File: src/rtl/regfile_wr_arbiter.sv
// Two-requester round-robin write arbiter feeding a register file write port.
// Grants are combinational; the winning write is registered one cycle toward the file.
`timescale 1ns/1ps
module regfile_wr_arbiter #(
  parameter int DATA_W = 8,
  parameter int ADDR_W = 3
) (
  input  logic              clk,
  input  logic              rst_n,
  input  logic              en,
  input  logic              a_req,
  input  logic [ADDR_W-1:0] a_addr,
  input  logic [DATA_W-1:0] a_data,
  output logic              a_gnt,
  input  logic              b_req,
  input  logic [ADDR_W-1:0] b_addr,
  input  logic [DATA_W-1:0] b_data,
  output logic              b_gnt,
  output logic              rf_we,
  output logic [ADDR_W-1:0] rf_waddr,
  output logic [DATA_W-1:0] rf_wdata,
  output logic [7:0]        cnt_a,
  output logic [7:0]        cnt_b,
  output logic              last_gnt
);

  logic              rf_we_q,    rf_we_d;
  logic [ADDR_W-1:0] rf_waddr_q, rf_waddr_d;
  logic [DATA_W-1:0] rf_wdata_q, rf_wdata_d;
  logic [7:0]        cnt_a_q,    cnt_a_d;
  logic [7:0]        cnt_b_q,    cnt_b_d;
  logic              last_gnt_q, last_gnt_d;

  // Grant selection; under contention the side that did not win last time goes first.
  always_comb begin
    a_gnt = 1'b0;
    b_gnt = 1'b0;
    if (rst_n && en) begin
      if (a_req && b_req) begin
        a_gnt = last_gnt_q;
        b_gnt = ~last_gnt_q;
      end else begin
        a_gnt = a_req;
        b_gnt = b_req;
      end
    end else begin
      a_gnt = 1'b0;
      b_gnt = 1'b0;
    end
  end

  // Next-state for the registered write port, counters and priority pointer.
  always_comb begin
    rf_we_d    = 1'b0;
    rf_waddr_d = rf_waddr_q;
    rf_wdata_d = rf_wdata_q;
    cnt_a_d    = cnt_a_q;
    cnt_b_d    = cnt_b_q;
    last_gnt_d = last_gnt_q;
    if (a_req && a_gnt) begin
      rf_we_d    = 1'b1;
      rf_waddr_d = a_addr;
      rf_wdata_d = a_data;
      cnt_a_d    = cnt_a_q + 8'd1;
      last_gnt_d = 1'b0;
    end else if (b_req && b_gnt) begin
      rf_we_d    = 1'b1;
      rf_waddr_d = b_addr;
      rf_wdata_d = b_data;
      cnt_b_d    = cnt_b_q + 8'd1;
      last_gnt_d = 1'b1;
    end else begin
      rf_we_d = 1'b0;
    end
  end

  // State registers; reset leaves A with first priority and kills any pending write.
  always_ff @(posedge clk or negedge rst_n) begin
    if (!rst_n) begin
      rf_we_q    <= 1'b0;
      rf_waddr_q <= {ADDR_W{1'b0}};
      rf_wdata_q <= {DATA_W{1'b0}};
      cnt_a_q    <= 8'd0;
      cnt_b_q    <= 8'd0;
      last_gnt_q <= 1'b1;
    end else begin
      rf_we_q    <= rf_we_d;
      rf_waddr_q <= rf_waddr_d;
      rf_wdata_q <= rf_wdata_d;
      cnt_a_q    <= cnt_a_d;
      cnt_b_q    <= cnt_b_d;
      last_gnt_q <= last_gnt_d;
    end
  end

  assign rf_we    = rf_we_q;
  assign rf_waddr = rf_waddr_q;
  assign rf_wdata = rf_wdata_q;
  assign cnt_a    = cnt_a_q;
  assign cnt_b    = cnt_b_q;
  assign last_gnt = last_gnt_q;

endmodule

File: config.mk
export PLATFORM = sky130hd
export DESIGN_NAME = regfile_wr_arbiter
export DESIGN_NICKNAME = d
export VERILOG_FILES = /design/src/rtl/regfile_wr_arbiter.sv
export SDC_FILE = /design/constraint.sdc
export NUM_CORES = 1
export LEC_CHECK = 0
export BUFFER_PORTS_ARGS = -buffer_cell sky130_fd_sc_hd__clkbuf_2
export CAP_MARGIN = 30
export CORE_UTILIZATION = 41
export DETAILED_ROUTE_END_ITERATION = 8
export PLACE_DENSITY = 0.82
export REMOVE_ABC_BUFFERS = 1
export SYNTH_ARGS = -nofsm -noshare
export SYNTH_HDL_FRONTEND = slang
export SYNTH_SLANG_ARGS = --single-unit
File: constraint.sdc
create_clock -name clk -period 1.4 [get_ports clk]
set_input_delay 0.28 -clock clk [delete_from_list [all_inputs] [get_ports clk]]
set_output_delay 0.28 -clock clk [all_outputs]
set_load 0.03 [all_outputs]
# After elaboration in Yosys (flattened, before gate mapping)
# Index checks and enable logic that the tools add are counted.
# totals
output_inout_bits	31
register_bits	29
in_bits	27
# op_classes
mux	12
n_reduce_logical	6
addsub	2
n_bitwise	2
# op_table
op	count
adder 8 x 1 -> 8 bit, second input constant	2
two-way mux 8 bit	2
two-way mux 1 bit	8
two-way mux 3 bit	2
logical AND 1 bit	4
inverter 1 bit	2
AND reduction 2 bit	1
nonzero test 2 bit	1

# Depth between registers and ports, before layout
# logic_depth
word_depth	6
mapped_depth	6

# Worst setup path before layout
# OpenSTA, ideal clock, no wires.
# synth_path
kind	register to register
from	register last_gnt_q (netlist: last_gnt)
to	register rf_waddr_q[0] (netlist: rf_waddr[0])
required_time_ns	1.318
arrival_ns	1.417
slack_ns	-0.099
path_stages_with_launch	7
synth_period_minus_slack_ns	1.499
path_cell_list	dfstp_2 > nand2b_2 > nand4_4 > clkinv_2 > buf_6 > nand2_1 > a31oi_1
# synth_rtl
item	line_no	text
start: declaration	32	logic last_gnt_q, last_gnt_d;
start signal: assignment	92	last_gnt_q <= last_gnt_d;
two-way mux 1 bit *	39	if (a_req && b_req) begin
two-way mux 1 bit *	38	if (rst_n && en) begin
named net a_gnt	14	output logic a_gnt,
logical AND 1 bit *	60	if (a_req && a_gnt) begin
two-way mux 3 bit / nonzero test 2 bit (equally long branches)	-	
end signal: assignment	81	rf_waddr_q <= {ADDR_W{1'b0}};
end signal: assignment	88	rf_waddr_q <= rf_waddr_d;
end: declaration	28	logic [ADDR_W-1:0] rf_waddr_q, rf_waddr_d;
# The timed path passes the listed nets; every way through them passes the cells marked *.
# A chain may end at the register's enable or synchronous reset.

# Worst setup path after layout
# layout_path
from	register last_gnt_q (netlist: last_gnt)
to	output port a_gnt
# layout_via
elab_chain_len	2
# layout_rtl
item	line_no
two-way mux 1 bit	39
two-way mux 1 bit	38
end: declaration	14
# No other way between the ends.

==> out/metrics.cfg <==
[outcome]
status=finished with violations
violations=negative setup slack

[global_route]
antenna_found_initial=0
grt_pass1_wl_mm=5.06
grt_max_degree=24
grt.total_usage=0.206
overflow=0
first_global_vias=1112

[job]
drv_cap=0

[critical_path]
path_delay_family=flip-flops
crit_buf_inv=2
path_class=reg2out
rr_startpoint=last_gnt
cp-end-kind=output pin
rr_worst_depth=7
worstPathRequired_ns=1.12
critPathLaunchType=register
cp_cell_sequence=nand2b_4 -> nand4_4 -> clkinv_4 -> buf_8
cp.depth=4
critical_path.max_stage_delay_ns=0.53
crit_slowest_cell=dfstp_2
cp-startpoint=last_gnt
cp.arrival_ns=1.26
crit_fanout=2

[floorplan]
io_pins=58
core_area_um2=3030
die_w_um=58.1
initial_core_util=0.427
rows=20
dieHeight_um=58.1
dieArea_um2=3380

[sta]
rsz0062_at_grt=yes
hold_viol=0
max_freq_mhz=649
final.setup.tns_ns=-0.301
clock_skew_ns=0.00432
finalCriticalPeriod_ns=1.54
setup-violations-final=5
post-route-period-util=1.10
drv_slew=0
setup_slack_ns=-0.140
relSlewSlack=0.789
worst_pin_slew_ns=0.316

[logic_synthesis]
yosys_warnings=0
ys_seq_elements=29
synth_cells=123
postSynthAreaPerCell_um2=10.5
yosysSeqAreaShare=0.562
ys_types=23
syn-cell-area_um2=1290

[route]
final_antenna_net_count=0
drtIter0Drc=54
drc=0
dr.pass1.iters=4
detail_route.wl_per_cell_um=13.3
wirelength_mm=3.26
vias=1200
viasPerCell=4.92

[final_layout]
syn2layout_area_growth_pct=45.4
n_fill_cell=246
layout_common_cells=clkbuf_2 (54), nand2_1 (30), dfrtp_1 (28)
final_area_um2=1880
drive_gt1_frac=0.440
fin_nets=229
final_common_cell=clkbuf_2
diodes=0

[clocking]
htreeDepth=2
cts.sinks=29
numCtsBuffers=5
clockBufferDepth=2
cts_root_buf=clkbuf_4
clk_pin_slew_worst_paths_ns=0.08
clk_latency_ns=0.31
cts_tree=done

[power]
seq_power_share=0.446
vdd_drop_max_v=0.000770
swShare=0.400
p_clk_frac=0.183
p_total_uw=2690
combPwrFrac=0.372
p_leak_uw=0.000934
power-per-cell-area_nw_per_um2=1430
p_sw_uw=1070
p_int_uw=1610

[placement]
port_buffers=57
dp_hpwl_mm=2.30
gp_congestion=0.836
dpl_cell_area_um2=1710
post-place-ws_ns=0.0150

[min_path]
min_path_type=in2async

## cells in the mapped netlist (all sizes together)
cell type  count  area [um2]
dfrtp         28         701
nand3          5        25.0
xnor2         12         105
buf            4        28.8
a31oi         11        68.8
ha             2        25.0
and3           1        6.26
and4           1        8.76
nand2         30         113
clkinv         1        5.00
a211oi         1        12.5
xor2           2        17.5
a21oi          1        8.76
dfstp          1        26.3
nor2          13        48.8
mux2           1        11.3
nand2b         1        8.76
nand4          6        52.6
nor3b          1        12.5
a21o           1        7.51
## worst paths after layout
kind / endpoint / slack (ns)
setup / recovery: a_gnt / -0.14
hold / removal: cnt_b[6] / 0.03
hold reg to reg: cnt_b[7] / 0.48
min in group clk: rf_wdata[4] / 0.20
setup reg to reg: cnt_a[4] / -0.04
max in group asynchronous: cnt_a[7] / 0.71
## area by class of cell
cell class                      instances  area (um2)  share of cell area
Multi-Input combinational cell         89         557               0.296
Inverter                                1        8.76             0.00466
Tap cell                               44        55.1              0.0293
Sequential cell                        29         727               0.387
Clock buffer                            7        55.1              0.0293
Timing Repair Buffer                   74         477               0.254
## sequential cells by signal, indices dropped and copies added (netlist names)
signal    cells
rf_waddr      3
cnt_a         8
rf_wdata      8
last_gnt      1
rf_we         1
cnt_b         8
## kinds of logic (layout without fill, tap and decap cells)
kind of cell / after synthesis / after routing / synth area share
buffers and inverters: 5 / 82 / 0.0261
AND/OR/NAND/NOR: 58 / 58 / 0.213
AO/OA/AOI/OAI: 14 / 14 / 0.0755
multiplexers: 1 / 1 / 0.00871
adder cells (fa/ha/maj): 2 / 2 / 0.0194
XOR/XNOR: 14 / 14 / 0.0949
flip-flops: 29 / 29 / 0.562
## power by group through the flow
stage               registers [uW]  clock network, uW  logic [uW]
floorplan                     1530                  0         253
global placement              1200                  0         922
detailed placement            1210                  0         934
CTS                           1190                517         998
global route                  1220                541        1090
finish                        1200                491        1000
## what timing repair did
action,in CTS,in global routing
setup buffers,4,0
pin swaps,3,5
resized for setup,11,6
hold buffers,2,0
gates cloned,1,0
endpoints found under the setup margin,4,20
hold endpoints to repair,15,0
## layer usage
layer,routed length [um],part of all wire,global-route usage
met2,1720,0.53,0.355
met4,65,0.020,0.116
met5,0,0,0
met1,1310,0.40,0.228
met3,165,0.051,0.0580
## per-stage QoR
| stage | utilization | instances | hold slack (ns) |
|---|---|---|---|
| floorplan | - | 119 | -0.0156 |
| global placement | 0.565 | 231 | 0.272 |
| detailed placement | 0.565 | 231 | 0.267 |
| CTS | 0.618 | 245 | 0.00690 |
| global route | 0.621 | 244 | 0.0274 |
| finish | 0.621 | 244 | 0.0344 |
## worst reg2reg max path, delay by kind of cell (launching register included)
family / cells / cell delay (ns)
DFF: 1 / 0.53
buffers and inverters: 3 / 0.32
xor gates and xnor gates: 1 / 0.14
and+or+nand+nor: 3 / 0.35
Note: power is estimated with default switching activity, not from simulation.
